[src/rtl/eh2_dccm_rmw_seq_pkg.sv]
// Shared types and constants for the DCCM read-modify-write sequencer.
package eh2_dccm_rmw_pkg;

  localparam int unsigned ECC_DATA_W  = 32;
  localparam int unsigned ECC_HAM_W   = 6;
  localparam int unsigned ECC_W       = 7;
  localparam int unsigned ECC_FDATA_W = 39;

  typedef enum logic [1:0] {
    IDLE,
    RD,
    CHK,
    WR
  } state_t;

  // Hamming codeword position (1-based) of data bit k; powers of two hold check bits.
  function automatic logic [5:0] data_pos(input int unsigned k);
    logic [5:0] pos;
    int unsigned n;
    pos = '0;
    n   = 0;
    for (int unsigned p = 3; p <= 38; p++) begin
      if ((p & (p - 1)) != 0) begin
        if (n == k) pos = p[5:0];
        n++;
      end
    end
    return pos;
  endfunction

endpackage

[src/rtl/eh2_dccm_rmw_seq_if.sv]
// Store request handshake between the core and the RMW sequencer.
interface eh2_dccm_rmw_seq_if #(
  parameter int DCCM_BITS = 16
);
  logic                 req_valid;
  logic                 req_ready;
  logic [DCCM_BITS-1:0] req_addr;
  logic [3:0]           req_byteen;
  logic [31:0]          req_data;

  modport master (
    output req_valid, req_addr, req_byteen, req_data,
    input  req_ready
  );

  modport slave (
    input  req_valid, req_addr, req_byteen, req_data,
    output req_ready
  );
endinterface

[src/rtl/eh2_dccm_rmw_seq_secded.sv]
// Combinational 32-bit SECDED: encode of data, plus decode/correct of data against ecc_in.
module eh2_dccm_secded
  import eh2_dccm_rmw_pkg::*;
(
  input  logic [ECC_DATA_W-1:0] data,
  input  logic [ECC_W-1:0]      ecc_in,
  output logic [ECC_W-1:0]      ecc_out,
  output logic [ECC_DATA_W-1:0] data_corr,
  output logic                  single_err,
  output logic                  double_err
);

  logic [ECC_HAM_W-1:0] ham;
  logic [ECC_HAM_W-1:0] syndrome;
  logic                 parity;

  // Hamming check bits: bit b covers every data bit whose position has bit b set.
  always_comb begin
    logic [5:0] pos;
    ham = '0;
    for (int unsigned k = 0; k < ECC_DATA_W; k++) begin
      pos = data_pos(k);
      for (int unsigned b = 0; b < ECC_HAM_W; b++) begin
        if (pos[b]) ham[b] = ham[b] ^ data[k];
      end
    end
    ecc_out = {^{data, ham}, ham};
  end

  // Overall parity separates odd (correctable) from even (uncorrectable) error counts.
  always_comb begin
    syndrome   = ham ^ ecc_in[ECC_HAM_W-1:0];
    parity     = ^{data, ecc_in};
    single_err = parity;
    double_err = !parity && (syndrome != '0);
    data_corr  = data;
    for (int unsigned k = 0; k < ECC_DATA_W; k++) begin
      if (single_err && (syndrome == data_pos(k))) data_corr[k] = ~data[k];
    end
  end

endmodule

[src/rtl/eh2_dccm_rmw_seq.sv]
// DCCM read-modify-write sequencer: partial stores read/correct/merge/re-encode, full stores write directly.
module eh2_dccm_rmw_seq
  import eh2_dccm_rmw_pkg::*;
#(
  parameter int DCCM_BITS        = 16,
  parameter int DCCM_DATA_WIDTH  = 32,
  parameter int DCCM_ECC_WIDTH   = 7,
  parameter int DCCM_FDATA_WIDTH = 39
) (
  input  logic                        clk,
  input  logic                        rst,
  eh2_dccm_rmw_seq_if.slave           req,
  input  logic                        ecc_disable,
  input  logic                        dccm_grant,
  output logic                        dccm_rden,
  output logic [DCCM_BITS-1:0]        dccm_rd_addr,
  input  logic [DCCM_FDATA_WIDTH-1:0] dccm_rd_data,
  output logic                        dccm_wren,
  output logic [DCCM_BITS-1:0]        dccm_wr_addr,
  output logic [DCCM_FDATA_WIDTH-1:0] dccm_wr_data,
  output logic                        sb_err,
  output logic                        db_err,
  output logic                        busy
);

  state_t                      state_q, state_d;
  logic [DCCM_BITS-1:0]        addr_q;
  logic [3:0]                  byteen_q;
  logic [DCCM_DATA_WIDTH-1:0]  data_q;
  logic [DCCM_DATA_WIDTH-1:0]  word_q;
  logic [DCCM_DATA_WIDTH-1:0]  dec_corr;
  logic                        dec_single, dec_double;
  logic [DCCM_DATA_WIDTH-1:0]  rd_word;
  logic [DCCM_DATA_WIDTH-1:0]  merged;
  logic [DCCM_ECC_WIDTH-1:0]   enc_ecc;
  logic                        accept;
  logic                        drop;

  logic [DCCM_ECC_WIDTH-1:0]   unused_dec_ecc;
  logic [DCCM_DATA_WIDTH-1:0]  unused_enc_corr;
  logic                        unused_enc_single, unused_enc_double;

  eh2_dccm_secded u_dec (
    .data       (dccm_rd_data[DCCM_DATA_WIDTH-1:0]),
    .ecc_in     (dccm_rd_data[DCCM_FDATA_WIDTH-1:DCCM_DATA_WIDTH]),
    .ecc_out    (unused_dec_ecc),
    .data_corr  (dec_corr),
    .single_err (dec_single),
    .double_err (dec_double)
  );

  eh2_dccm_secded u_enc (
    .data       (word_q),
    .ecc_in     ('0),
    .ecc_out    (enc_ecc),
    .data_corr  (unused_enc_corr),
    .single_err (unused_enc_single),
    .double_err (unused_enc_double)
  );

  assign accept = (state_q == IDLE) && req.req_valid;
  assign drop   = dec_double && !ecc_disable;

  // Byte merge of store data over the (corrected or raw) read word.
  always_comb begin
    rd_word = ecc_disable ? dccm_rd_data[DCCM_DATA_WIDTH-1:0] : dec_corr;
    merged  = rd_word;
    for (int unsigned i = 0; i < 4; i++) begin
      if (byteen_q[i]) merged[8*i +: 8] = data_q[8*i +: 8];
    end
  end

  // State register.
  always_ff @(posedge clk) begin
    if (rst) state_q <= IDLE;
    else     state_q <= state_d;
  end

  // Next-state logic.
  always_comb begin
    state_d = state_q;
    case (state_q)
      IDLE: if (req.req_valid) state_d = (req.req_byteen == 4'hF) ? WR : RD;
      RD:   if (dccm_grant) state_d = CHK;
      CHK:  state_d = drop ? IDLE : WR;
      WR:   if (dccm_grant) state_d = IDLE;
      default: state_d = IDLE;
    endcase
  end

  // Enables and pulses are decoded from state so a reset can never leave a write half issued.
  always_comb begin
    req.req_ready = (state_q == IDLE);
    busy          = (state_q != IDLE);
    dccm_rden     = (state_q == RD) && dccm_grant;
    dccm_wren     = (state_q == WR) && dccm_grant;
    sb_err        = (state_q == CHK) && !ecc_disable && dec_single;
    db_err        = (state_q == CHK) && drop;
  end

  // Captured request and write word; word_q takes store data directly or the merged RMW result.
  always_ff @(posedge clk) begin
    if (rst) begin
      addr_q   <= '0;
      byteen_q <= '0;
      data_q   <= '0;
      word_q   <= '0;
    end else if (accept) begin
      addr_q   <= {req.req_addr[DCCM_BITS-1:2], 2'b00};
      byteen_q <= req.req_byteen;
      data_q   <= req.req_data;
      word_q   <= req.req_data;
    end else if ((state_q == CHK) && !drop) begin
      word_q   <= merged;
    end
  end

  assign dccm_rd_addr = addr_q;
  assign dccm_wr_addr = addr_q;
  assign dccm_wr_data = {enc_ecc, word_q};

endmodule

[src/flat_wrapper.sv]
// flat-port wrapper written by rule: the top's interface ports become plain ports
module eh2_dccm_rmw_seq_flat import eh2_dccm_rmw_pkg::*;
#(
  parameter int DCCM_BITS        = 16,
  parameter int DCCM_DATA_WIDTH  = 32,
  parameter int DCCM_ECC_WIDTH   = 7,
  parameter int DCCM_FDATA_WIDTH = 39
)
  (clk, rst, ecc_disable, dccm_grant, dccm_rden, dccm_rd_addr, dccm_rd_data, dccm_wren, dccm_wr_addr, dccm_wr_data, sb_err, db_err, busy, req_req_valid, req_req_addr, req_req_byteen, req_req_data, req_req_ready);
  eh2_dccm_rmw_seq_if #(.DCCM_BITS(DCCM_BITS)) req_i ();
  input  logic clk;
  input  logic rst;
  input  logic ecc_disable;
  input  logic dccm_grant;
  output logic dccm_rden;
  output logic [DCCM_BITS-1:0] dccm_rd_addr;
  input  logic [DCCM_FDATA_WIDTH-1:0] dccm_rd_data;
  output logic dccm_wren;
  output logic [DCCM_BITS-1:0] dccm_wr_addr;
  output logic [DCCM_FDATA_WIDTH-1:0] dccm_wr_data;
  output logic sb_err;
  output logic db_err;
  output logic busy;
  input wire logic [$bits(req_i.req_valid)-1:0] req_req_valid;
  input wire logic [$bits(req_i.req_addr)-1:0] req_req_addr;
  input wire logic [$bits(req_i.req_byteen)-1:0] req_req_byteen;
  input wire logic [$bits(req_i.req_data)-1:0] req_req_data;
  output wire logic [$bits(req_i.req_ready)-1:0] req_req_ready;
  assign req_i.req_valid = req_req_valid;
  assign req_i.req_addr = req_req_addr;
  assign req_i.req_byteen = req_req_byteen;
  assign req_i.req_data = req_req_data;
  assign req_req_ready = req_i.req_ready;
  eh2_dccm_rmw_seq #(.DCCM_BITS(DCCM_BITS), .DCCM_DATA_WIDTH(DCCM_DATA_WIDTH), .DCCM_ECC_WIDTH(DCCM_ECC_WIDTH), .DCCM_FDATA_WIDTH(DCCM_FDATA_WIDTH)) u_core (.clk(clk), .rst(rst), .req(req_i), .ecc_disable(ecc_disable), .dccm_grant(dccm_grant), .dccm_rden(dccm_rden), .dccm_rd_addr(dccm_rd_addr), .dccm_rd_data(dccm_rd_data), .dccm_wren(dccm_wren), .dccm_wr_addr(dccm_wr_addr), .dccm_wr_data(dccm_wr_data), .sb_err(sb_err), .db_err(db_err), .busy(busy));
endmodule
[config.mk]
export PLATFORM = sky130hd
export DESIGN_NAME = eh2_dccm_rmw_seq_flat
export DESIGN_NICKNAME = d
export VERILOG_FILES = /design/src/rtl/eh2_dccm_rmw_seq_pkg.sv /design/src/rtl/eh2_dccm_rmw_seq_if.sv /design/src/rtl/eh2_dccm_rmw_seq_secded.sv /design/src/rtl/eh2_dccm_rmw_seq.sv /design/src/flat_wrapper.sv
export SDC_FILE = /design/constraint.sdc
export NUM_CORES = 1
export LEC_CHECK = 0
export ABC_CLOCK_PERIOD_IN_PS = 8350
export CAP_MARGIN = 20
export CORE_ASPECT_RATIO = 0.75
export CORE_UTILIZATION = 40
export CTS_CLUSTER_DIAMETER = 50
export DETAILED_ROUTE_END_ITERATION = 6
export PLACE_DENSITY = 0.76
export SLEW_MARGIN = 30
export SYNTH_ARGS = -nofsm -noshare
export SYNTH_HDL_FRONTEND = slang
export SYNTH_SLANG_ARGS = --single-unit
[constraint.sdc]
create_clock -name clk -period 8.35 [get_ports clk]
set_input_delay 1.67 -clock clk [delete_from_list [all_inputs] [get_ports clk]]
set_output_delay 1.67 -clock clk [all_outputs]
set_load 0.01 [all_outputs]
==> summary.txt, run 1 <==
Run status
  • Status: complete, no violations

Clock network
  • Hold buffer count at CTS: 0
  • Number of CTS-inserted buffers: 9
  • Number of setup buffers added after CTS: 0
  • Max clock buf depth: 2
  • Clock sink total: 84
  • CTS tree: built
  • Htree depth: 3
  • CTS Root Cell: clkbuf_16
  • Post-CTS sizing: 0
  • Worst-path clk slew: 60 ps
  • Worst skew pair latency: 340 ps

GRT
  • Antenna violations before repair: 0
  • Vias in the first global route: 4727
  • First-pass GRT wire length: 26500 um
  • Pin count of the biggest net entering global routing: 88
  • Grt total ovfl: 0
  • GR Util All Layers: 23.2%

Routing
  • Wire per inst: 17.5 um
  • Antenna Nets Post-Route: 0
  • Via Count: 5206
  • # DRC: 0
  • Post-DR vias/cell: 5.23
  • 1st-iter DRT viols: 447
  • Router iterations before antenna repair: 5
  • Final wirelength: 17400 um

Logic synthesis
  • Number of synthesized flops with an enable pin: 0
  • Yosys top cell area share: 29.1%
  • Post-Synthesis Cells: 693
  • Seq cells post-synth: 84
  • Seq/Total Area, Yosys: 29.1%
  • Cell variety after synth: 51
  • Largest area contributor in the netlist: dfxtp_1
  • Top cells by area, synth: dfxtp_1 29%, xnor2_1 14%, a21oi_1 7.5%, nand2_1 7.2%, xnor3_1 6.6%
  • YS warnings: 0
  • Ys async rst share: 0%
  • Cell Area, Synth: 0.00577 mm2
  • Primary FF master, synth: dfxtp_1
  • Syn_area_per_cell: 8.33 um2

Pwr
  • Sw Share: 39.5%
  • Internal cell power: 0.00143 W
  • Max VDD drop: 0.000271 V
  • Logic pwr share: 59.6%
  • PD cells: 305 mW/mm2
  • Clock power share: 18.7%
  • Lkg Pwr: 2.83 nW
  • Net Switching: 0.000932 W
  • Seq pwr share: 21.7%

Critical path
  • Reg2reg start: u_core.state_q[1]$_SDFFE_PP0P_
  • Worst Path Required: 6680 ps
  • Critical Path Start Type: input pin
  • FF-to-FF End: u_core.word_q[9]$_SDFFE_PP0P_
  • Reg2reg path depth: 3
  • Setup crit end kind: output pin
  • Reg2Reg Setup Slack: 5860 ps
  • Critical path class: in -> out
  • Critical path data arrival time: 4690 ps
  • Crit Path Max Fanout: 3

Hold path
  • Cell depth of the worst hold path: 2
  • Min-Delay Endpoint: u_core.data_q[30]$_SDFFE_PP0P_
  • Hold path start: u_core.data_q[30]$_SDFFE_PP0P_
  • HP Class: reg -> reg

Floorplan
  • Die X: 141 um
  • IO Count: 173
  • Initial Util: 41.6%
  • Core Region: 0.0139 mm2
  • Die Span Y: 106 um
  • Row cnt: 37
  • Die area: 0.0149 mm2

Finish
  • Reg area: 0.00168 mm2
  • Filler Cell Count: 1242
  • Fin cells: 996
  • Multi-input gate area: 0.00379 mm2
  • Final Net Count: 912
  • Layout cells sized above 1: 4.99%
  • Antenna diodes: 0
  • Final Util: 55.6%
  • Area grow syn2layout: 33.8%

STA
  • Max Slew Vio Count: 0
  • Max Fclk: 157 MHz
  • Worst setup margin: 1990 ps
  • Least-Margin Pin Slew: 945 ps
  • Endpoints failing hold: 0
  • Tcrit/Tclk final: 76.2%
  • Setup Skew: 5.64 ps
  • Setup TNS: 0 ps
  • Relative slew slack: 37.0%
  • RSZ-0062 raised after global routing: false
  • Crit path time final: 6360 ps
  • Final setup viols: 0

Placed design
  • Dpl cells: 980
  • Detail Placement HPWL: 13200 um
  • Port Buf Inserts: 166
  • Pre-CTS WS: 1970 ps
  • GP Congestion: 0.933

Job
  • Maxcap violations: 0
[metal layers]
layer  up-vias  part of all wire (%)  global-route usage (%)
met1      2414                    47                    33.5
met3        13                   8.6                    5.50
met2       206                    43                    34.6
met4         0                   1.1                    5.43
li1       2573                     -                       -
met5         -                     0                       0
[power by group through the flow]
stage	Sequential, W	Combinational [W]	Clock (W)
3_5_place_dp	0.000520	0.00139	0
3_3_place_gp	0.000518	0.00138	0
2_1_floorplan	0.000509	0.000862	0
5_1_grt	0.000519	0.00149	0.000467
6_report	0.000513	0.00140	0.000441
4_1_cts	0.000511	0.00140	0.000448
[through the flow]
stage	total power (W)	instance area [um2]	hold slack (ps)
final	0.00236	7730	454
after CTS	0.00236	7730	450
after global routing	0.00248	7730	472
after floorplan	0.00137	5790	431
after global placement	0.00190	7390	438
after detailed placement	0.00191	7400	442
[cell type report]
type,instances,area share [%]
sequential,84,21.8
multi-input combinational,547,49.1
timing repair buffer,170,21.8
clock buffer,13,3.37
tap,175,2.83
inverter,4,0.194
clock inverter,3,0.891
[cell families (layout without fill, tap and decap cells)]
family                 Yosys count  in the layout  synth area share (%)
AND/OR/NAND/NOR                220            220                  18.1
XOR/XNOR                       157            157                  28.6
AO/OA/AOI/OAI                  149            149                  15.5
flip-flops                      84             84                  29.1
buffers and inverters           65            190                  5.70
multiplexers                    17             17                  2.95
other                            1              4                0.0649
[worst max path at each step]
stage                     from      to  slack, ps  cells past startpoint
2_1_floorplan  dccm_rd_data[4]  db_err       3170                      6
3_3_place_gp   dccm_rd_data[4]  db_err       2010                      8
3_5_place_dp   dccm_rd_data[4]  db_err       1970                      8
4_1_cts        dccm_rd_data[4]  db_err       1960                      8
5_1_grt        dccm_rd_data[4]  sb_err       1850                      8
6_report       dccm_rd_data[4]  db_err       1990                      8
[registers in the layout, summed over array words and instances, names as in the netlist]
register / flops
u_core.dccm_rd_addr: 14
u_core.word_q: 32
u_core.data_q: 32
u_core.state_q: 2
u_core.byteen_q: 4
[layout by cell type, fill, tap and decap left out, types with 8 or more instances in the layout]
cell	Yosys	routed
o22ai_1	17	17
nor2b_1	11	11
xnor2_1	93	93
nand2b_1	10	10
nand3_1	10	10
mux2i_1	17	17
nand2_1	111	110
a21oi_1	87	87
clkdlybuf4s50_1	0	165
xor2_1	42	42
o21ai_1	8	8
nor2_1	28	27
nor3_1	15	14
dfxtp_1	84	84
xnor3_1	17	17
clkbuf_16	0	9
[synth_stat cells (all sizes together), types with 2 or more instances]
master,n
nand2,111
xnor2,96
a21oi,87
dfxtp,84
xor2,43
clkbuf,33
buf,28
nor2,28
nor3,19
mux2i,17
o22ai,17
xnor3,17
o21ai,13
nor2b,11
a21boi,10
nand2b,10
nand3,10
nor4,8
a211oi,6
o311ai,6
and2,5
o211ai,5
or2,5
or3,5
inv,4
a21o,2
nor4b,2
[critical path, cell delays in order]
cell	delay, ps
clkdlybuf4s50_1	540
xnor3_1	470
xnor2_2	230
xnor3_1	500
xnor2_2	260
xnor2_1	150
nor4_1	280
clkdlybuf4s50_1	590
(Power assumes the default switching activity.)
==> run 2: changes to the inputs <==
--- a/config.mk
+++ b/config.mk
@@ -5,13 +5,13 @@
 export SDC_FILE = /design/constraint.sdc
 export NUM_CORES = 1
 export LEC_CHECK = 0
-export ABC_CLOCK_PERIOD_IN_PS = 8350
+export ABC_CLOCK_PERIOD_IN_PS = 5320
 export CAP_MARGIN = 20
 export CORE_ASPECT_RATIO = 0.75
 export CORE_UTILIZATION = 40
 export CTS_CLUSTER_DIAMETER = 50
 export DETAILED_ROUTE_END_ITERATION = 6
-export PLACE_DENSITY = 0.76
+export PLACE_DENSITY = 0.78
 export SLEW_MARGIN = 30
 export SYNTH_ARGS = -nofsm -noshare
 export SYNTH_HDL_FRONTEND = slang
==> constraint.sdc (replaced) <==
create_clock -name clk -period 5.32 [get_ports clk]
set_input_delay 1.064 -clock clk [delete_from_list [all_inputs] [get_ports clk]]
set_output_delay 1.064 -clock clk [all_outputs]
set_load 0.01 [all_outputs]
==> summary.txt, run 2 (same netlist as run 1, synthesis figures left out) <==
Finish
  • Filler Cell Count: 1270 (+2.3%)
  • Fin cells: 1001 (+0.50%)
  • Area grow syn2layout: 33.6%
  • Final Net Count: 917 (+0.55%)
  • Leading cell type in the layout, fill and taps excluded: clkdlybuf4s50_1
  • Most frequent cells in the layout: 165 x clkdlybuf4s50_1, 110 x nand2_1, 91 x xnor2_1
  • Final Util: 55.5% (-0.081 points)
  • Layout cells sized above 1: 5.58% (+0.58 points)

Floorplan
  • Core Region: 0.0139 mm2 (unchanged)
  • IO Count: 173 (unchanged)
  • Die area: 0.0149 mm2 (unchanged)
  • Die X: 141 um (unchanged)
  • Initial Util: 41.6% (unchanged)
  • Die Span Y: 106 um (unchanged)
  • Row cnt: 37 (unchanged)

Routing
  • Wire per inst: 18.0 um (+2.8%)
  • Post-DR vias/cell: 5.35 (+2.4%)
  • Antenna Nets Post-Route: 0 (unchanged)
  • 1st-iter DRT viols: 388 (-13%)
  • Via Count: 5360 (+3.0%)
  • Final wirelength: 18000 um (+3.3%)
  • Router iterations before antenna repair: 4 (-1)
  • # DRC: 0 (unchanged)

Job
  • Maxcap violations: 0 (unchanged)

STA
  • RSZ-0062 raised after global routing: false
  • Max Slew Vio Count: 0 (unchanged)
  • Setup Skew: 6.82 ps (+1.17 ps)
  • Hold slack: 455 ps (+1.18 ps)
  • Tcrit/Tclk final: 97.0%
  • Final setup viols: 0 (unchanged)
  • Crit path time final: 5160 ps
  • Relative slew slack: 36.1% (-0.88 points)
  • Setup TNS: 0 ps (unchanged)
  • Max Fclk: 194 MHz
  • Endpoints failing hold: 0 (unchanged)
  • Least-Margin Pin Slew: 958 ps (+13.1 ps)

Pwr
  • PD cells: 467 mW/mm2 (+53%)
  • Total power: 0.00360 W (+53%)
  • Lkg Pwr: 2.83 nW (+0.11%)
  • Max VDD drop: 0.000440 V (+63%)

Clock network
  • Htree depth: 3 (unchanged)
  • CTS tree: built
  • Hold buffer count at CTS: 0 (unchanged)
  • CTS Root Cell: clkbuf_16
  • Worst-path clk slew: 60 ps (about the same)
  • Number of CTS-inserted buffers: 9 (unchanged)
  • Max clock buf depth: 2 (unchanged)
  • Clock sink total: 84 (unchanged)
  • Worst skew pair latency: 340 ps (about the same)

Critical path
  • Setup crit end kind: output pin
  • Critical path class: in -> out
  • Critical path data arrival time: 4100 ps (-590 ps)
  • Worst Path Required: 4260 ps (-2420 ps)
  • Crit Path Max Fanout: 3 (unchanged)
  • Critical Path Start Type: input pin

GRT
  • GR Util All Layers: 24.0% (+0.80 points)
  • Vias in the first global route: 5023 (+6.3%)
  • Grt total ovfl: 0 (unchanged)
  • Antenna violations before repair: 1 (+1)
  • Pin count of the biggest net entering global routing: 59 (-33%)
  • First-pass GRT wire length: 27300 um (+3.3%)

Placed design
  • Dpl cells: 985 (+0.51%)
  • Detail Placement HPWL: 13700 um (+3.4%)
  • GP Congestion: 0.904 (-3.2%)
  • Port Buf Inserts: 166 (unchanged)

Run status
  • Status: complete, no violations

Hold path
  • HP Class: reg -> reg
-- run 2: changes by cell type in the layout (fill, tap and decap cells not counted), moves of 2 or more --
cell / before / now
bufinv_16: 2 / 0
clkbuf_8: 2 / 0
buf_4: 4 / 9
xnor2_1: 93 / 91
xnor2_2: 3 / 5
clkinv_2: 0 / 3
-- run 2: layout make-up --
| type | instances | area [um2] | area share, % |
|---|---|---|---|
| multi-input cells | 547 | 3810 | 49.3 |
| repair buffers | 175 | 1740 | 22.5 |
| flip-flops and latches | 84 | 1680 | 21.8 |
| clock buffers | 12 | 236 | 3.07 |
| well taps | 175 | 219 | 2.84 |
| clock inverters | 3 | 15.0 | 0.195 |
| inverters | 4 | 15.0 | 0.195 |
| diodes | 1 | 2.50 | 0.0324 |
-- run 2: worst max-delay path, stage by stage --
cell and delay, ps:
clkdlybuf4s50_1 530, xnor3_1 460, xnor2_2 260, xnor3_1 490, xnor2_2 280, xnor2_2 180
nor3b_1 250, clkdlybuf4s50_1 580
-- run 2: path summary, 6_finish.rpt --
check                                  from                             end  slack (ps)  cells after the start
max                         dccm_rd_data[4]                          sb_err         160                      8
min          u_core.data_q[18]$_SDFFE_PP0P_  u_core.data_q[18]$_SDFFE_PP0P_         460                      2
max reg2reg  u_core.state_q[1]$_SDFFE_PP0P_   u_core.word_q[8]$_SDFFE_PP0P_        2780                      3
min reg2reg  u_core.data_q[18]$_SDFFE_PP0P_  u_core.data_q[18]$_SDFFE_PP0P_         460                      2
-- run 2: timing repair --
action / 4_1_cts / 5_1_grt
resized for setup: 0 / 3
setup endpoints to repair: 0 / 1
buffers inserted: 0 / 0
-- run 2: metal layers --
layer  GRT usage (%)  vias up  wire length [um]
met4            6.37        0               262
li1                -     2580                 -
met5               0        -                 0
met2            36.8      217              8010
met3            6.62       17              1440
met1            33.0     2546              8310
-- run 2: stage by stage --
stage	setup slack, ps	instance area (um2)
floorplan	1360	5790
global placement	199	7440
detailed placement	150	7440
CTS	147	7690
global route	59.7	7710
finish	160	7710
-- run 2: report_power, final --
group	total [W]	internal [W]	switching [W]
clock	0.000556	0.000312	0.000244
combinational	0.00224	0.00112	0.00112
sequential	0.000804	0.000703	0.000101
==> run 3: changes to the inputs <==
--- a/config.mk
+++ b/config.mk
@@ -5,13 +5,13 @@
 export SDC_FILE = /design/constraint.sdc
 export NUM_CORES = 1
 export LEC_CHECK = 0
-export ABC_CLOCK_PERIOD_IN_PS = 5320
+export ABC_CLOCK_PERIOD_IN_PS = 6300
 export CAP_MARGIN = 20
 export CORE_ASPECT_RATIO = 0.75
 export CORE_UTILIZATION = 40
 export CTS_CLUSTER_DIAMETER = 50
 export DETAILED_ROUTE_END_ITERATION = 6
-export PLACE_DENSITY = 0.78
+export PLACE_DENSITY = 0.76
 export SLEW_MARGIN = 30
 export SYNTH_ARGS = -nofsm -noshare
 export SYNTH_HDL_FRONTEND = slang
==> constraint.sdc (replaced) <==
create_clock -name clk -period 6.3 [get_ports clk]
set_input_delay 1.26 -clock clk [delete_from_list [all_inputs] [get_ports clk]]
set_output_delay 1.26 -clock clk [all_outputs]
set_load 0.01 [all_outputs]
==> summary.txt, run 3 (same netlist as run 1, synthesis figures left out) <==
Run status
  • Status: complete, no violations

Routing
  • Router iterations before antenna repair: 5 (+1)
  • Final wirelength: 17900 um (-0.76%)
  • Via Count: 5363 (+0.056%)
  • Post-DR vias/cell: 5.37 (+0.26%)
  • 1st-iter DRT viols: 454 (+17%)
  • # DRC: 0 (unchanged)
  • Antenna Nets Post-Route: 0 (unchanged)
  • Wire per inst: 17.9 um (-0.56%)

GRT
  • Vias in the first global route: 4771 (-5.0%)
  • Pin count of the biggest net entering global routing: 68 (+15%)
  • First-pass GRT wire length: 26800 um (-1.8%)
  • Grt total ovfl: 0 (unchanged)
  • Antenna violations before repair: 0 (-1)
  • GR Util All Layers: 23.8% (-0.19 points)

Pwr
  • Internal cell power: 0.00184 W (-14%)
  • Logic pwr share: 60.7% (-1.6 points)
  • Max VDD drop: 0.000390 V (-11%)
  • PD cells: 402 mW/mm2 (-14%)
  • Net Switching: 0.00126 W (-14%)
  • Sw Share: 40.8% (+0.049 points)
  • Seq pwr share: 21.9% (-0.4 points)
  • Total power: 0.00310 W (-14%)
  • Lkg Pwr: 2.82 nW (-0.34%)
  • Clock power share: 17.4% (+2.0 points)

Finish
  • Area grow syn2layout: 33.6% (about the same)
  • Leading cell type in the layout, fill and taps excluded: clkdlybuf4s50_1
  • Final Net Count: 915 (-0.22%)
  • Fin cells: 999 (-0.20%)
  • Most frequent cells in the layout: 165 x clkdlybuf4s50_1, 110 x nand2_1, 93 x xnor2_1
  • Layout cells sized above 1: 5.46% (-0.11 points)
  • Cell area after layout: 0.00771 mm2 (about the same)
  • Antenna diodes: 0 (-1)

Clock network
  • Hold buffer count at CTS: 0 (unchanged)
  • Number of setup buffers added after CTS: 0 (unchanged)
  • Number of CTS-inserted buffers: 9 (unchanged)
  • Post-CTS sizing: 0 (unchanged)
  • Worst skew pair latency: 350 ps (about the same)
  • Clock sink total: 84 (unchanged)
  • Worst-path clk slew: 60 ps (about the same)
  • Max clock buf depth: 2 (unchanged)
  • CTS Root Cell: clkbuf_16
  • Htree depth: 3 (unchanged)
  • CTS tree: built

Floorplan
  • IO Count: 173 (unchanged)
  • Die area: 0.0149 mm2 (unchanged)
  • Die X: 141 um (unchanged)
  • Initial Util: 41.6% (unchanged)
  • Core Region: 0.0139 mm2 (unchanged)
  • Row cnt: 37 (unchanged)
  • Die Span Y: 106 um (unchanged)

Critical path
  • CP max stage delay: 580 ps (about the same)
  • Worst path cell trace: clkdlybuf4s50_1 -> xnor3_1 -> xnor2_2 -> xnor3_1 -> xnor2_2 -> xnor2_1 -> nor4_1 -> clkdlybuf4s50_1
  • Critical Path Start Type: input pin
  • Critical path class: in -> out
  • Worst Path Required: 5040 ps (+780 ps)
  • Crit Path Max Fanout: 3 (unchanged)
  • Slowest cell on the critical path: clkdlybuf4s50_1
  • Cell family with most CP delay: XOR/XNOR gates
  • Critical path data arrival time: 4270 ps (+170 ps)
  • Buf/Inv on CP: 2 (unchanged)
  • Setup crit end kind: output pin

STA
  • Setup Skew: 6.27 ps (-0.548 ps)
  • Hold slack: 452 ps (-2.88 ps)
  • Max Fclk: 181 MHz
  • Max Slew Vio Count: 0 (unchanged)
  • Setup TNS: 0 ps (unchanged)
  • RSZ-0062 raised after global routing: false
  • Crit path time final: 5530 ps
  • Relative slew slack: 33.3% (-2.9 points)
  • Final setup viols: 0 (unchanged)
  • Least-Margin Pin Slew: 996 ps (+37.9 ps)
  • Endpoints failing hold: 0 (unchanged)
  • Tcrit/Tclk final: 87.7%

Placed design
  • Placed cell area: 0.00742 mm2 (-0.27%)
  • GP Congestion: 0.923 (+2.1%)
  • Detail Placement HPWL: 13500 um (-1.3%)
  • Dpl cells: 983 (-0.20%)
  • Port Buf Inserts: 166 (unchanged)

Hold path
  • HP Class: reg -> reg

Job
  • Maxcap violations: 0 (unchanged)
run 3: cell count changes in the layout (fill, tap and decap cells not counted), moves of 2 or more:
cell,before,now
buf_4,9,7
clkbuf_1,3,1
clkinvlp_4,0,2
xnor2_1,91,93
xnor2_2,5,3
run 3: worst paths after layout:
check / startpoint / slack, ps / end / cells after the start
worst max-delay path: dccm_rd_data[4] / 770 / db_err / 8
worst min register to register: u_core.data_q[27]$_SDFFE_PP0P_ / 450 / u_core.data_q[27]$_SDFFE_PP0P_ / 2
worst max register to register: u_core.state_q[1]$_SDFFE_PP0P_ / 3820 / u_core.word_q[9]$_SDFFE_PP0P_ / 3
worst min-delay path: u_core.data_q[27]$_SDFFE_PP0P_ / 450 / u_core.data_q[27]$_SDFFE_PP0P_ / 2
run 3: worst register-to-register path, stage by stage, from the launching register on:
cell and delay, ps:
dfxtp_1 840, nand2b_1 310, or3_1 810, o311ai_1 420
run 3: layout make-up:
type,count,area [um2]
clock inverters,6,63.8
flip-flops and latches,84,1680
repair buffers,173,1710
well taps,175,219
inverters,4,15.0
clock buffers,10,229
multi-input cells,547,3790
fillers,1271,6180
run 3: power by group through the flow:
stage	Combinational [W]	Clock [W]	Sequential (W)
6_report	0.00188	0.000539	0.000679
5_1_grt	0.00199	0.000561	0.000688
4_1_cts	0.00188	0.000542	0.000677
3_5_place_dp	0.00187	0	0.000688
3_3_place_gp	0.00186	0	0.000686
2_1_floorplan	0.00114	0	0.000674
run 3: per-stage QoR:
| stage | utilization, % | setup WS [ps] |
|---|---|---|
| floorplan | - | 1940 |
| global placement | 53.4 | 764 |
| detailed placement | 53.4 | 748 |
| CTS | 55.5 | 764 |
| global route | 55.5 | 641 |
| finish | 55.5 | 774 |
run 3: per-layer routing:
| layer | GRT usage [%] | share of wire (%) | vias up | wire length, um |
|---|---|---|---|---|
| li1 | - | - | 2575 | - |
| met1 | 34.3 | 46 | 2512 | 8270 |
| met2 | 35.3 | 43 | 261 | 7770 |
| met3 | 5.81 | 9.2 | 15 | 1640 |
| met4 | 5.82 | 1.2 | 0 | 206 |
| met5 | 0 | 0 | - | 0 |
